===== src/rtl/param_data_fifo.sv =====
// Parameterised synchronous FIFO with wrap-bit pointers, occupancy count and overflow/underflow pulses.
// Define PARAM_DATA_FIFO_FWFT_EN for first-word-fall-through read data; otherwise RData is registered.
module param_data_fifo #(
  parameter int DataWidth  = 64,
  parameter int Depth      = 4,
  parameter int AFullLevel = Depth - 1
) (
  input  logic                     Clk,
  input  logic                     Rst,
  input  logic                     Jump,
  input  logic [DataWidth-1:0]     WData,
  input  logic                     WInc,
  output logic                     WFull,
  output logic                     W_Will_Full,
  output logic                     WAlmostFull,
  input  logic                     RInc,
  output logic [DataWidth-1:0]     RData,
  output logic                     REmpty,
  output logic [$clog2(Depth):0]   Count,
  output logic                     Overflow,
  output logic                     Underflow
);

  localparam int AW = $clog2(Depth);
  localparam int PW = AW + 1;

  logic [PW-1:0]        wptr_reg;
  logic [PW-1:0]        rptr_reg;
  logic                 overflow_reg;
  logic                 underflow_reg;
  logic [DataWidth-1:0] mem [Depth];
  logic                 wr_en;
  logic                 rd_en;
  logic [AW-1:0]        widx;
  logic [AW-1:0]        ridx;

  assign widx = wptr_reg[AW-1:0];
  assign ridx = rptr_reg[AW-1:0];

  // Wrap bit distinguishes full from empty when the index bits coincide.
  assign REmpty = (wptr_reg == rptr_reg);
  assign WFull  = (wptr_reg[AW] != rptr_reg[AW]) && (widx == ridx);
  assign Count  = wptr_reg - rptr_reg;

  assign W_Will_Full = (Count == PW'(Depth - 1));
  assign WAlmostFull = (Count >= PW'(AFullLevel));

  assign wr_en = WInc & ~WFull & ~Jump;
  assign rd_en = RInc & ~REmpty & ~Jump;

  assign Overflow  = overflow_reg;
  assign Underflow = underflow_reg;

  always_ff @(posedge Clk or negedge Rst) begin
    if (!Rst) begin
      wptr_reg      <= '0;
      rptr_reg      <= '0;
      overflow_reg  <= 1'b0;
      underflow_reg <= 1'b0;
    end else if (Jump) begin
      wptr_reg      <= '0;
      rptr_reg      <= '0;
      overflow_reg  <= 1'b0;
      underflow_reg <= 1'b0;
    end else begin
      if (wr_en) wptr_reg <= wptr_reg + PW'(1);
      if (rd_en) rptr_reg <= rptr_reg + PW'(1);
      overflow_reg  <= WInc & WFull;
      underflow_reg <= RInc & REmpty;
    end
  end

  // Storage is never reset; stale entries are unreachable once the pointers are cleared.
  always_ff @(posedge Clk) begin
    if (wr_en) mem[widx] <= WData;
  end

`ifdef PARAM_DATA_FIFO_FWFT_EN
  assign RData = REmpty ? '0 : mem[ridx];
`else
  logic [DataWidth-1:0] rdata_reg;

  always_ff @(posedge Clk or negedge Rst) begin
    if (!Rst) begin
      rdata_reg <= '0;
    end else if (Jump) begin
      rdata_reg <= '0;
    end else if (rd_en) begin
      rdata_reg <= mem[ridx];
    end
  end

  assign RData = rdata_reg;
`endif

endmodule


===== config.mk =====
export PLATFORM = sky130hd
export DESIGN_NAME = param_data_fifo
export DESIGN_NICKNAME = d
export VERILOG_FILES = /design/src/rtl/param_data_fifo.sv
export SDC_FILE = /design/constraint.sdc
export NUM_CORES = 1
export LEC_CHECK = 0
export CELL_PAD_IN_SITES_DETAIL_PLACEMENT = 0
export CELL_PAD_IN_SITES_GLOBAL_PLACEMENT = 1
export CORE_MARGIN = 5
export CORE_UTILIZATION = 50
export DETAILED_ROUTE_END_ITERATION = 16
export DONT_BUFFER_PORTS = 1
export GPL_ROUTABILITY_DRIVEN = 0
export GPL_TIMING_DRIVEN = 0
export PLACE_DENSITY_LB_ADDON = 0.25
export SLEW_MARGIN = 40
export SYNTH_ARGS = -nofsm -noshare
export SYNTH_HDL_FRONTEND = slang
export SYNTH_SLANG_ARGS = --single-unit

===== constraint.sdc =====
create_clock -name Clk -period 6.24 [get_ports Clk]
set_input_delay 0.312 -clock Clk [delete_from_list [all_inputs] [get_ports Clk]]
set_output_delay 0.312 -clock Clk [all_outputs]
set_load 0.01 [all_outputs]

==> run_results.csv, run 1 <==
group,metric,value,unit
place,pre_cts_ws,2312,ps
route,routed_wl,22960,um
route,viasPerCell,5.639,
worst_setup_path,path_delay_family,"buffers and inverters",
route,drtPass1Iterations,5,
cells_and_area,ff_latch_area,0.009489,mm2
synth,synth_top_cells_by_area,"edfxtp_1, dfrtp_1, mux4_2",
worst_setup_path,crit_start,"rptr_reg[1]",
synth,synth-edff-count,256,
timing,fin_crit_sh,62.63,%
synth,synth.most_common_cell,"edfxtp_1",
worst_setup_path,path_cells,"buf_2 -> buf_1 -> inv_1 -> ha_1 -> and2_1 -> a21boi_0 -> and3_4 -> buf_12",
floorplanning,core-area,0.02411,mm2
worst_setup_path,path_max_fanout,34,
synth,yosys_warnings,0,
worst_setup_path,cp_num_buf_inv,4,
power_and_ir_drop,leakage,0.005050,uW
power_and_ir_drop,vdd_drop_max,0.2673,mV
synth,async_flop_share,21.95,%
clock_tree,htree_num_levels,2,
worst_setup_path,r2r-end,"mem[3][29]",
synth,synth_flop_cell,"edfxtp_1",
place,port_buffers,0,
timing,hold_viol,0,
timing,fin_crit,3908,ps
worst_setup_path,reg2reg_slack,2330,ps
cells_and_area,area_growth,19.08,%
worst_setup_path,rr_startpoint,"rptr_reg[1]",
floorplanning,ios,142,
floorplanning,fp.dieH,165.6,um
cells_and_area,diodes,0,
timing,whs,74.48,ps
floorplanning,die_area,0.02742,mm2
synth,synth-seq-area-share,78.40,%
worst_setup_path,critPathMaxStageDelay,680,ps
cells_and_area,largest_reg_flops,256,
timing,fin_setup_tns,0,ps
clock_tree,post_cts_buffers,0,
cells_and_area,nFillCells,1794,
timing,rsz0062_at_grt,"no",
worst_setup_path,start_kind,"flip-flop",
synth,synthDominantCellAreaShare,63.51,%
clock_tree,clk_latency,500,ps
clock_tree,clkSinkCount,328,
clock_tree,numCtsBuffers,34,
synth,synth_area,0.01210,mm2
global_route,antenna_found_initial,0,
synth,avgSynthCellArea,22.42,um2
clock_tree,clkTransAtPathRegs,60,ps
worst_setup_path,critical_path_required,6420,ps
outcome,status,"finished clean",
global_route,grt_overflow,0,
clock_tree,tritoncts,"built",
worst_setup_path,endpoint,"mem[3][29]",
clock_tree,cts_hold_buf,68,
synth,synth_nets,617,
timing,fin_ws,2332,ps
worst_setup_path,arrival,4080,ps
floorplanning,start_util,50.21,%
cells_and_area,largest-register,"mem",
worst_setup_path,worst-path-stages,8,
route,drc_errors,0,
synth,netlist_instances,540,
worst_setup_path,cp-end-kind,"flip-flop",
route,vias,5622,
floorplanning,placementRows,57,
hold_path,min-delay-path-class,"primary input to flip-flop",
cells_and_area,layout-drive-gt1-share,21.40,%
timing,finalSetupViolations,0,
timing,tightest_slew,718.2,ps
floorplanning,die_w,165.6,um
route,detail-route-antenna-nets,0,
cells_and_area,multi_input_area,0.002392,mm2
worst_setup_path,slowest_stage,"and3_4",
place,place_hpwl,14010,um
global_route,grt_pass1_wl,35560,um
global_route,grt_util_all_layers,17.27,%
global_route,grt_max_degree,73,
synth,synth_cell_types,32,
timing,maxSlewViolCount,0,
clock_tree,cts_resized,0,
cells_and_area,fin_nets,725,
clock_tree,cts_root_buffer,"clkbuf_16",
timing,max_slew_margin,51.69,%
job,drv_cap,0,
worst_setup_path,r2r_cells,8,
power_and_ir_drop,p_per_area,377.3,mW/mm2
synth,synth_common_cells,"edfxtp_1, dfrtp_1, a22o_1",
route,drt_iter0_drc,333,
route,wl_per_cell,23.03,um
synth,ys_seq_elements,328,
timing,fmax,0.2559,GHz
clock_tree,cts.path.max_buffers,3,
global_route,grt_pass1_vias,6077,
worst_setup_path,path_class,"flip-flop to flip-flop",
synth,yosysTopAreaCell,"edfxtp_1",
timing,finClkSkew,9.172,ps
## kinds of logic (layout without fill, tap and decap cells)
logic type,count (synthesis),in the layout,synth area share [%]
adder cells (fa/ha/maj),8,8,0.8890
flip-flops,328,328,78.40
AO/OA/AOI/OAI,77,77,5.479
XOR/XNOR,3,3,0.2171
multiplexers,66,66,12.09
AND/OR/NAND/NOR,21,21,0.9201
buffers and inverters,37,170,2.005
## power breakdown
group	leakage (uW)	internal [uW]	switching [uW]
sequential	0.00330	2530	160
combinational	0.00121	382	376
clock	0.000534	1210	778
## stage by stage
| stage | instance area [um2] | power [uW] | utilization, % | cells |
|---|---|---|---|---|
| 5_1_grt | 14410 | 5684 | 59.79 | 997 |
| 3_3_place_gp | 12510 | 3437 | 51.89 | 864 |
| 4_1_cts | 14410 | 5510 | 59.79 | 997 |
| 2_1_floorplan | 12100 | 3255 | - | 540 |
| 3_5_place_dp | 12610 | 3456 | 52.31 | 868 |
| 6_report | 14410 | 5439 | 59.79 | 997 |
## placed cells by master (no fill, tap or decap), types with 2 or more instances in the layout
cell type      count
a21oi_1            2
inv_1              7
dfrtp_1           72
buf_2              8
bufinv_16          4
and3_1             2
clkbuf_1          18
mux2_2             2
a22o_1            65
edfxtp_1         256
clkinvlp_4         2
nand2b_1           2
clkinv_2           4
clkbuf_16         35
buf_6             12
a311o_1            2
nand2_1            3
dlygate4sd3_1     67
buf_12             4
nor2_1             7
and3_4             4
clkinv_1           4
ha_1               7
mux4_2            64
xnor2_1            2
## final cells by class
cell class | instances | area share, %
clock inverters | 15 | 1.241
clock buffers | 46 | 6.432
repair buffers | 72 | 5.399
flip-flops and latches | 328 | 65.83
well taps | 324 | 2.813
inverters | 7 | 0.1823
multi-input cells | 175 | 16.60
plain buffers | 30 | 1.502
## worst reg2reg max path, cell delays in order, from the launching register on
cell and delay (ps):
dfrtp_1 430, buf_2 330, buf_1 510, inv_1 180, ha_1 320, and2_1 210
a21boi_0 600, and3_4 680, buf_12 310
## per-layer routing
metal	wire (um)	part of all wire [%]	GRT usage (%)
met5	0	0	0
met4	464	2.0	4.387
met3	1635	7.1	4.691
met2	11620	51	28.64
met1	9238	40	23.01
## worst min-delay path by stage
stage          start     endpoint  slack (ps)  cells after the start
6_report        RInc  rptr_reg[0]          70                      2
5_1_grt         RInc  rptr_reg[0]          60                      2
4_1_cts         RInc  rptr_reg[0]          50                      2
2_1_floorplan    Rst     Overflow          20                      0
3_5_place_dp     Rst    RData[57]          20                      0
3_3_place_gp     Rst    RData[57]          20                      0
No activity file was read; power rests on OpenSTA's default activity.
==> run 2: changes to the inputs <==
--- a/config.mk
+++ b/config.mk
@@ -5,6 +5,7 @@
 export SDC_FILE = /design/constraint.sdc
 export NUM_CORES = 1
 export LEC_CHECK = 0
+export ABC_AREA = 1
 export CELL_PAD_IN_SITES_DETAIL_PLACEMENT = 0
 export CELL_PAD_IN_SITES_GLOBAL_PLACEMENT = 1
 export CORE_MARGIN = 5
==> constraint.sdc (replaced) <==
create_clock -name Clk -period 3.9 [get_ports Clk]
set_input_delay 0.195 -clock Clk [delete_from_list [all_inputs] [get_ports Clk]]
set_output_delay 0.195 -clock Clk [all_outputs]
set_load 0.01 [all_outputs]
==> run_results.csv, run 2 <==
group,metric,value,unit
cells_and_area,fin_nets,1501,
clock_tree,tritoncts,"built",
global_route,grt_pass1_wl,49760,um
outcome,status,"finished clean",
synth,yosys_warnings,0,
clock_tree,clkTransAtPathRegs,60,ps
synth,synth_area,0.01395,mm2
job,drv_cap,0,
synth,avgSynthCellArea,10.73,um2
cells_and_area,ff_latch_area,0.009489,mm2
worst_setup_path,endpoint,"mem[3][3]",
worst_setup_path,r2r_cells,10,
floorplanning,core-area,0.02771,mm2
route,wl_per_cell,17.51,um
cells_and_area,stdcell_count,1831,
floorplanning,placementRows,61,
worst_setup_path,start_kind,"flip-flop",
synth,async_flop_share,21.95,%
route,drtPass1Iterations,5,
cells_and_area,nFillCells,2281,
power_and_ir_drop,leakage,0.007418,uW
timing,fin_crit,3493,ps
route,detail-route-antenna-nets,0,
synth,synth_top_cells_by_area,"edfxtp_1, dfrtp_1, nand2_1",
route,vias,8884,
place,dp_cells,1696,
clock_tree,clkSinkCount,328,
cells_and_area,largest-register,"mem",
synth,synth_flop_cell,"edfxtp_1",
clock_tree,post_cts_buffers,0,
worst_setup_path,path_class,"flip-flop to flip-flop",
worst_setup_path,r2r-end,"mem[3][3]",
timing,finClkSkew,15.45,ps
worst_setup_path,arrival,3710,ps
cells_and_area,layout-drive-gt1-share,13.43,%
synth,synth_common_cells,"nand2_1, edfxtp_1, inv_1",
timing,maxSlewViolCount,0,
clock_tree,cts_hold_buf,68,
timing,fmax,0.2863,GHz
synth,synth.most_common_cell,"nand2_1",
synth,netlist_instances,1301,
worst_setup_path,rr_startpoint,"rptr_reg[1]",
timing,finalSetupViolations,0,
synth,ys_seq_elements,328,
clock_tree,numCtsBuffers,36,
floorplanning,die_area,0.03135,mm2
cells_and_area,area_growth,19.78,%
synth,synth_nets,1378,
cells_and_area,largest_reg_flops,256,
timing,max_slew_margin,51.54,%
global_route,grt_max_degree,73,
place,place_hpwl,20460,um
floorplanning,start_util,50.36,%
timing,rsz0062_at_grt,"no",
global_route,antenna_found_initial,1,
floorplanning,fp.dieH,177.1,um
worst_setup_path,cp-end-kind,"flip-flop",
power_and_ir_drop,vdd_drop_max,0.3713,mV
power_and_ir_drop,p_per_area,516.5,mW/mm2
timing,fin_crit_sh,89.58,%
power_and_ir_drop,power.total,8633,uW
route,routed_wl,32060,um
floorplanning,die_w,177.1,um
synth,synth_cell_types,23,
cells_and_area,final_common_cell,"nand2_1",
route,viasPerCell,4.852,
worst_setup_path,critical_path_required,4120,ps
clock_tree,cts_root_buffer,"clkbuf_16",
timing,tightest_slew,726.8,ps
route,drt_iter0_drc,516,
floorplanning,ios,142,
cells_and_area,multi_input_area,0.003332,mm2
clock_tree,cts_resized,0,
synth,synthDominantCellAreaShare,55.09,%
synth,yosysTopAreaCell,"edfxtp_1",
hold_path,min-delay-path-class,"primary input to flip-flop",
cells_and_area,final_util,60.33,%
clock_tree,clk_latency,510,ps
synth,synth-edff-count,256,
worst_setup_path,path_max_fanout,17,
global_route,grt_overflow,0,
worst_setup_path,crit_start,"rptr_reg[1]",
clock_tree,htree_num_levels,2,
clock_tree,cts.path.max_buffers,3,
route,drc_errors,0,
global_route,grt_pass1_vias,9127,
cells_and_area,layout_common_cells,"nand2_1, edfxtp_1, inv_1, nand3_1, dfrtp_1",
place,port_buffers,0,
timing,hold_viol,0,
synth,synth-seq-area-share,68.01,%
worst_setup_path,reg2reg_slack,410,ps
global_route,grt_util_all_layers,20.68,%
## run 2: cell count changes in the layout (fill, tap and decap cells not counted), sizes merged, moves of 4 or more
cell,previous run,this run
nand2,3,408
inv,8,212
nand3,0,202
a22o,65,0
or2,0,65
mux4,64,0
buf,27,67
clkbuf,54,64
and3,6,0
nand4,0,4
nor2,7,11
## run 2: per-layer routing
layer / track usage [%] / part of all wire [%]
met5: 0 / 0
met1: 25.79 / 42
met2: 36.94 / 51
met3: 4.678 / 6.1
met4: 4.707 / 1.4
## run 2: layout make-up
type / instances / share of cell area (%)
plain buffers: 64 / 2.238
diodes: 1 / 0.01497
flip-flops and latches: 328 / 56.78
repair buffers: 85 / 6.378
clock inverters: 17 / 1.123
well taps: 378 / 2.830
multi-input cells: 699 / 19.94
clock buffers: 49 / 5.989
inverters: 210 / 4.716
## run 2: logic make-up (layout without fill, tap and decap cells)
logic type	count (synthesis)	after routing	share of synthesized area [%]
AOI/OAI and AO/OA	1	1	0.1166
adders and majority gates	8	8	0.7711
buffers and inverters	274	425	8.330
DFF	328	328	68.01
other	0	1	0
and+or+nand+nor	690	690	22.78
## run 2: critical path, stage by stage, from the launching register on
cell	delay (ps)
dfrtp_1	410
inv_1	80
clkbuf_1	560
ha_1	360
nand2_1	70
inv_1	100
nand3_1	260
nand3_1	370
nor2_4	590
buf_16	230
buf_16	170
## run 2: how the worst min path moves through the flow
stage / depth (start not counted) / endpoint / slack, ps / from
2_1_floorplan: 0 / Overflow / -100 / Rst
3_3_place_gp: 0 / RData[54] / -100 / Rst
3_5_place_dp: 0 / RData[52] / -100 / Rst
4_1_cts: 3 / Underflow / 30 / Jump
5_1_grt: 3 / Underflow / 70 / Jump
6_report: 3 / Underflow / 60 / Jump
## run 2: metrics by stage
| stage | cell area (um2) | setup TNS, ps | hold slack [ps] | setup WS [ps] |
|---|---|---|---|---|
| 5_1_grt | 16710 | 0 | 68.87 | 213.9 |
| 2_1_floorplan | 13950 | -209840 | -100.6 | -819.7 |
| 3_5_place_dp | 14820 | 0 | -98.68 | 396.8 |
| 3_3_place_gp | 14430 | -932790 | -98.66 | -3706 |
| 4_1_cts | 16710 | 0 | 26.12 | 377.8 |
| 6_report | 16710 | 0 | 58.50 | 406.6 |
## run 2: power by group
part / internal (uW) / switching (uW)
Combinational: 407 / 761
Sequential: 3950 / 150
Clock: 2070 / 1300
==> run 3: changes to the inputs <==
--- a/config.mk
+++ b/config.mk
@@ -6,14 +6,13 @@
 export NUM_CORES = 1
 export LEC_CHECK = 0
 export ABC_AREA = 1
-export CELL_PAD_IN_SITES_DETAIL_PLACEMENT = 0
-export CELL_PAD_IN_SITES_GLOBAL_PLACEMENT = 1
 export CORE_MARGIN = 5
 export CORE_UTILIZATION = 50
 export DETAILED_ROUTE_END_ITERATION = 16
 export DONT_BUFFER_PORTS = 1
 export GPL_ROUTABILITY_DRIVEN = 0
 export GPL_TIMING_DRIVEN = 0
+export MAX_ROUTING_LAYER = met4
 export PLACE_DENSITY_LB_ADDON = 0.25
 export SLEW_MARGIN = 40
 export SYNTH_ARGS = -nofsm -noshare
==> constraint.sdc (replaced) <==
create_clock -name Clk -period 4.5 [get_ports Clk]
set_input_delay 0.225 -clock Clk [delete_from_list [all_inputs] [get_ports Clk]]
set_output_delay 0.225 -clock Clk [all_outputs]
set_load 0.01 [all_outputs]
==> run_results.csv, run 3 (synthesized netlist as in run 2, its figures left out) <==
group,metric,value,unit
power_and_ir_drop,leakage,0.007421,uW
worst_setup_path,endpoint,"mem[0][41]",
clock_tree,cts_hold_buf,68,
worst_setup_path,r2r_cells,11,
worst_setup_path,path_class,"flip-flop to flip-flop",
timing,fin_crit_sh,78.40,%
worst_setup_path,cp-end-kind,"flip-flop",
timing,tightest_slew,714.6,ps
clock_tree,tritoncts,"built",
floorplanning,core-area,0.02771,mm2
global_route,grt_pass1_wl,50340,um
timing,whs,118.2,ps
worst_setup_path,critical_path_required,4720,ps
cells_and_area,stdcell_count,1831,
route,wl_per_cell,17.36,um
floorplanning,die_w,177.1,um
global_route,grt_pass1_vias,9095,
cells_and_area,area_growth,19.94,%
floorplanning,fp.dieH,177.1,um
timing,finalSetupViolations,0,
job,drv_cap,0,
worst_setup_path,r2r-end,"mem[0][41]",
hold_path,min-delay-path-class,"primary input to flip-flop",
worst_setup_path,start_kind,"flip-flop",
clock_tree,clkSinkCount,328,
floorplanning,start_util,50.36,%
power_and_ir_drop,vdd_drop_max,0.3674,mV
timing,fin_crit,3528,ps
worst_setup_path,critPathMaxStageDelay,510,ps
cells_and_area,final_common_cell,"nand2_1",
floorplanning,die_area,0.03135,mm2
global_route,grt_util_all_layers,21.37,%
place,place_hpwl,20500,um
cells_and_area,ff_latch_area,0.009489,mm2
timing,fin_ws,972.0,ps
cells_and_area,nFillCells,2215,
outcome,status,"finished clean",
timing,finClkSkew,12.60,ps
place,port_buffers,0,
clock_tree,cts_resized,0,
place,pre_cts_ws,940.5,ps
cells_and_area,layout_common_cells,"nand2_1, edfxtp_1, inv_1, nand3_1, dfrtp_1",
floorplanning,ios,142,
place,dp_cells,1696,
cells_and_area,largest_reg_flops,256,
power_and_ir_drop,p_per_area,451.4,mW/mm2
worst_setup_path,crit_start,"rptr_reg[1]",
worst_setup_path,path_cells,"inv_1 -> clkbuf_1 -> ha_1 -> nand2_1 -> inv_1 -> nand3_1 -> nand3_1 -> nor2_4 -> buf_8 -> buf_8 -> buf_16",
route,routed_wl,31790,um
worst_setup_path,reg2reg_slack,970,ps
timing,max_slew_margin,52.36,%
route,drtPass1Iterations,8,
clock_tree,cts.path.max_buffers,3,
clock_tree,clk_latency,510,ps
cells_and_area,layout-drive-gt1-share,13.66,%
worst_setup_path,arrival,3740,ps
global_route,grt_overflow,0,
clock_tree,clkTransAtPathRegs,60,ps
timing,fmax,0.2834,GHz
route,vias,8897,
route,detail-route-antenna-nets,0,
cells_and_area,final_util,60.41,%
timing,rsz0062_at_grt,"no",
route,viasPerCell,4.859,
timing,maxSlewViolCount,0,
timing,fin_setup_tns,0,ps
global_route,grt_max_degree,73,
worst_setup_path,slowest_stage,"clkbuf_1",
cells_and_area,fin_nets,1500,
clock_tree,numCtsBuffers,35,
route,drt_iter0_drc,528,
cells_and_area,largest-register,"mem",
global_route,antenna_found_initial,2,
route,drc_errors,0,
timing,hold_viol,0,
worst_setup_path,rr_startpoint,"rptr_reg[1]",
clock_tree,post_cts_buffers,0,
worst_setup_path,path_max_fanout,15,
floorplanning,placementRows,61,
cells_and_area,multi_input_area,0.003332,mm2
clock_tree,cts_root_buffer,"clkbuf_16",
clock_tree,htree_num_levels,2,
==> run 3: worst min path at each step <==
stage          from        end  slack, ps  cells after the start
2_1_floorplan   Rst   Overflow        -70                      0
3_3_place_gp    Rst  RData[54]        -70                      0
3_5_place_dp    Rst  RData[54]        -70                      0
4_1_cts        Jump  Underflow         90                      3
5_1_grt        Jump  Underflow        100                      3
6_report       Jump  Underflow        120                      3
==> run 3: metrics by stage <==
step | cell area, um2 | power (uW)
detailed placement | 14820 | 4548
CTS | 16730 | 7638
floorplan | 13950 | 4237
global route | 16730 | 7877
finish | 16740 | 7555
global placement | 14430 | 4511
==> run 3: where the power goes <==
part	switching (uW)	leakage (uW)	internal [uW]	total, uW
Combinational	654	0.00353	354	1010
Clock	1150	0.000581	1840	3000
Sequential	127	0.00331	3420	3550
==> run 3: final cells by class <==
type | count | share of cell area, %
flip-flops and latches | 328 | 56.70
multi-input cells | 699 | 19.91
repair buffers | 85 | 6.370
clock buffers | 46 | 5.667
inverters | 210 | 4.710
well taps | 378 | 2.826
plain buffers | 64 | 2.235
clock inverters | 18 | 1.540
diodes | 3 | 0.04486
==> run 3: routing by layer <==
metal | part of all wire, % | vias to the layer above | track usage, %
li1 | - | 4400 | -
met1 | 43 | 4194 | 28.06
met2 | 49 | 242 | 34.99
met3 | 5.8 | 61 | 3.739
met4 | 2.0 | 0 | 5.480
met5 | 0 | - | -
==> run 3: critical path, delay by kind of cell, from the launching register on <==
family / cells / cell delay, ps
buffers and inverters: 6 / 1220
adders and majority gates: 1 / 360
and+or+nand+nor: 4 / 1210
DFF: 1 / 410
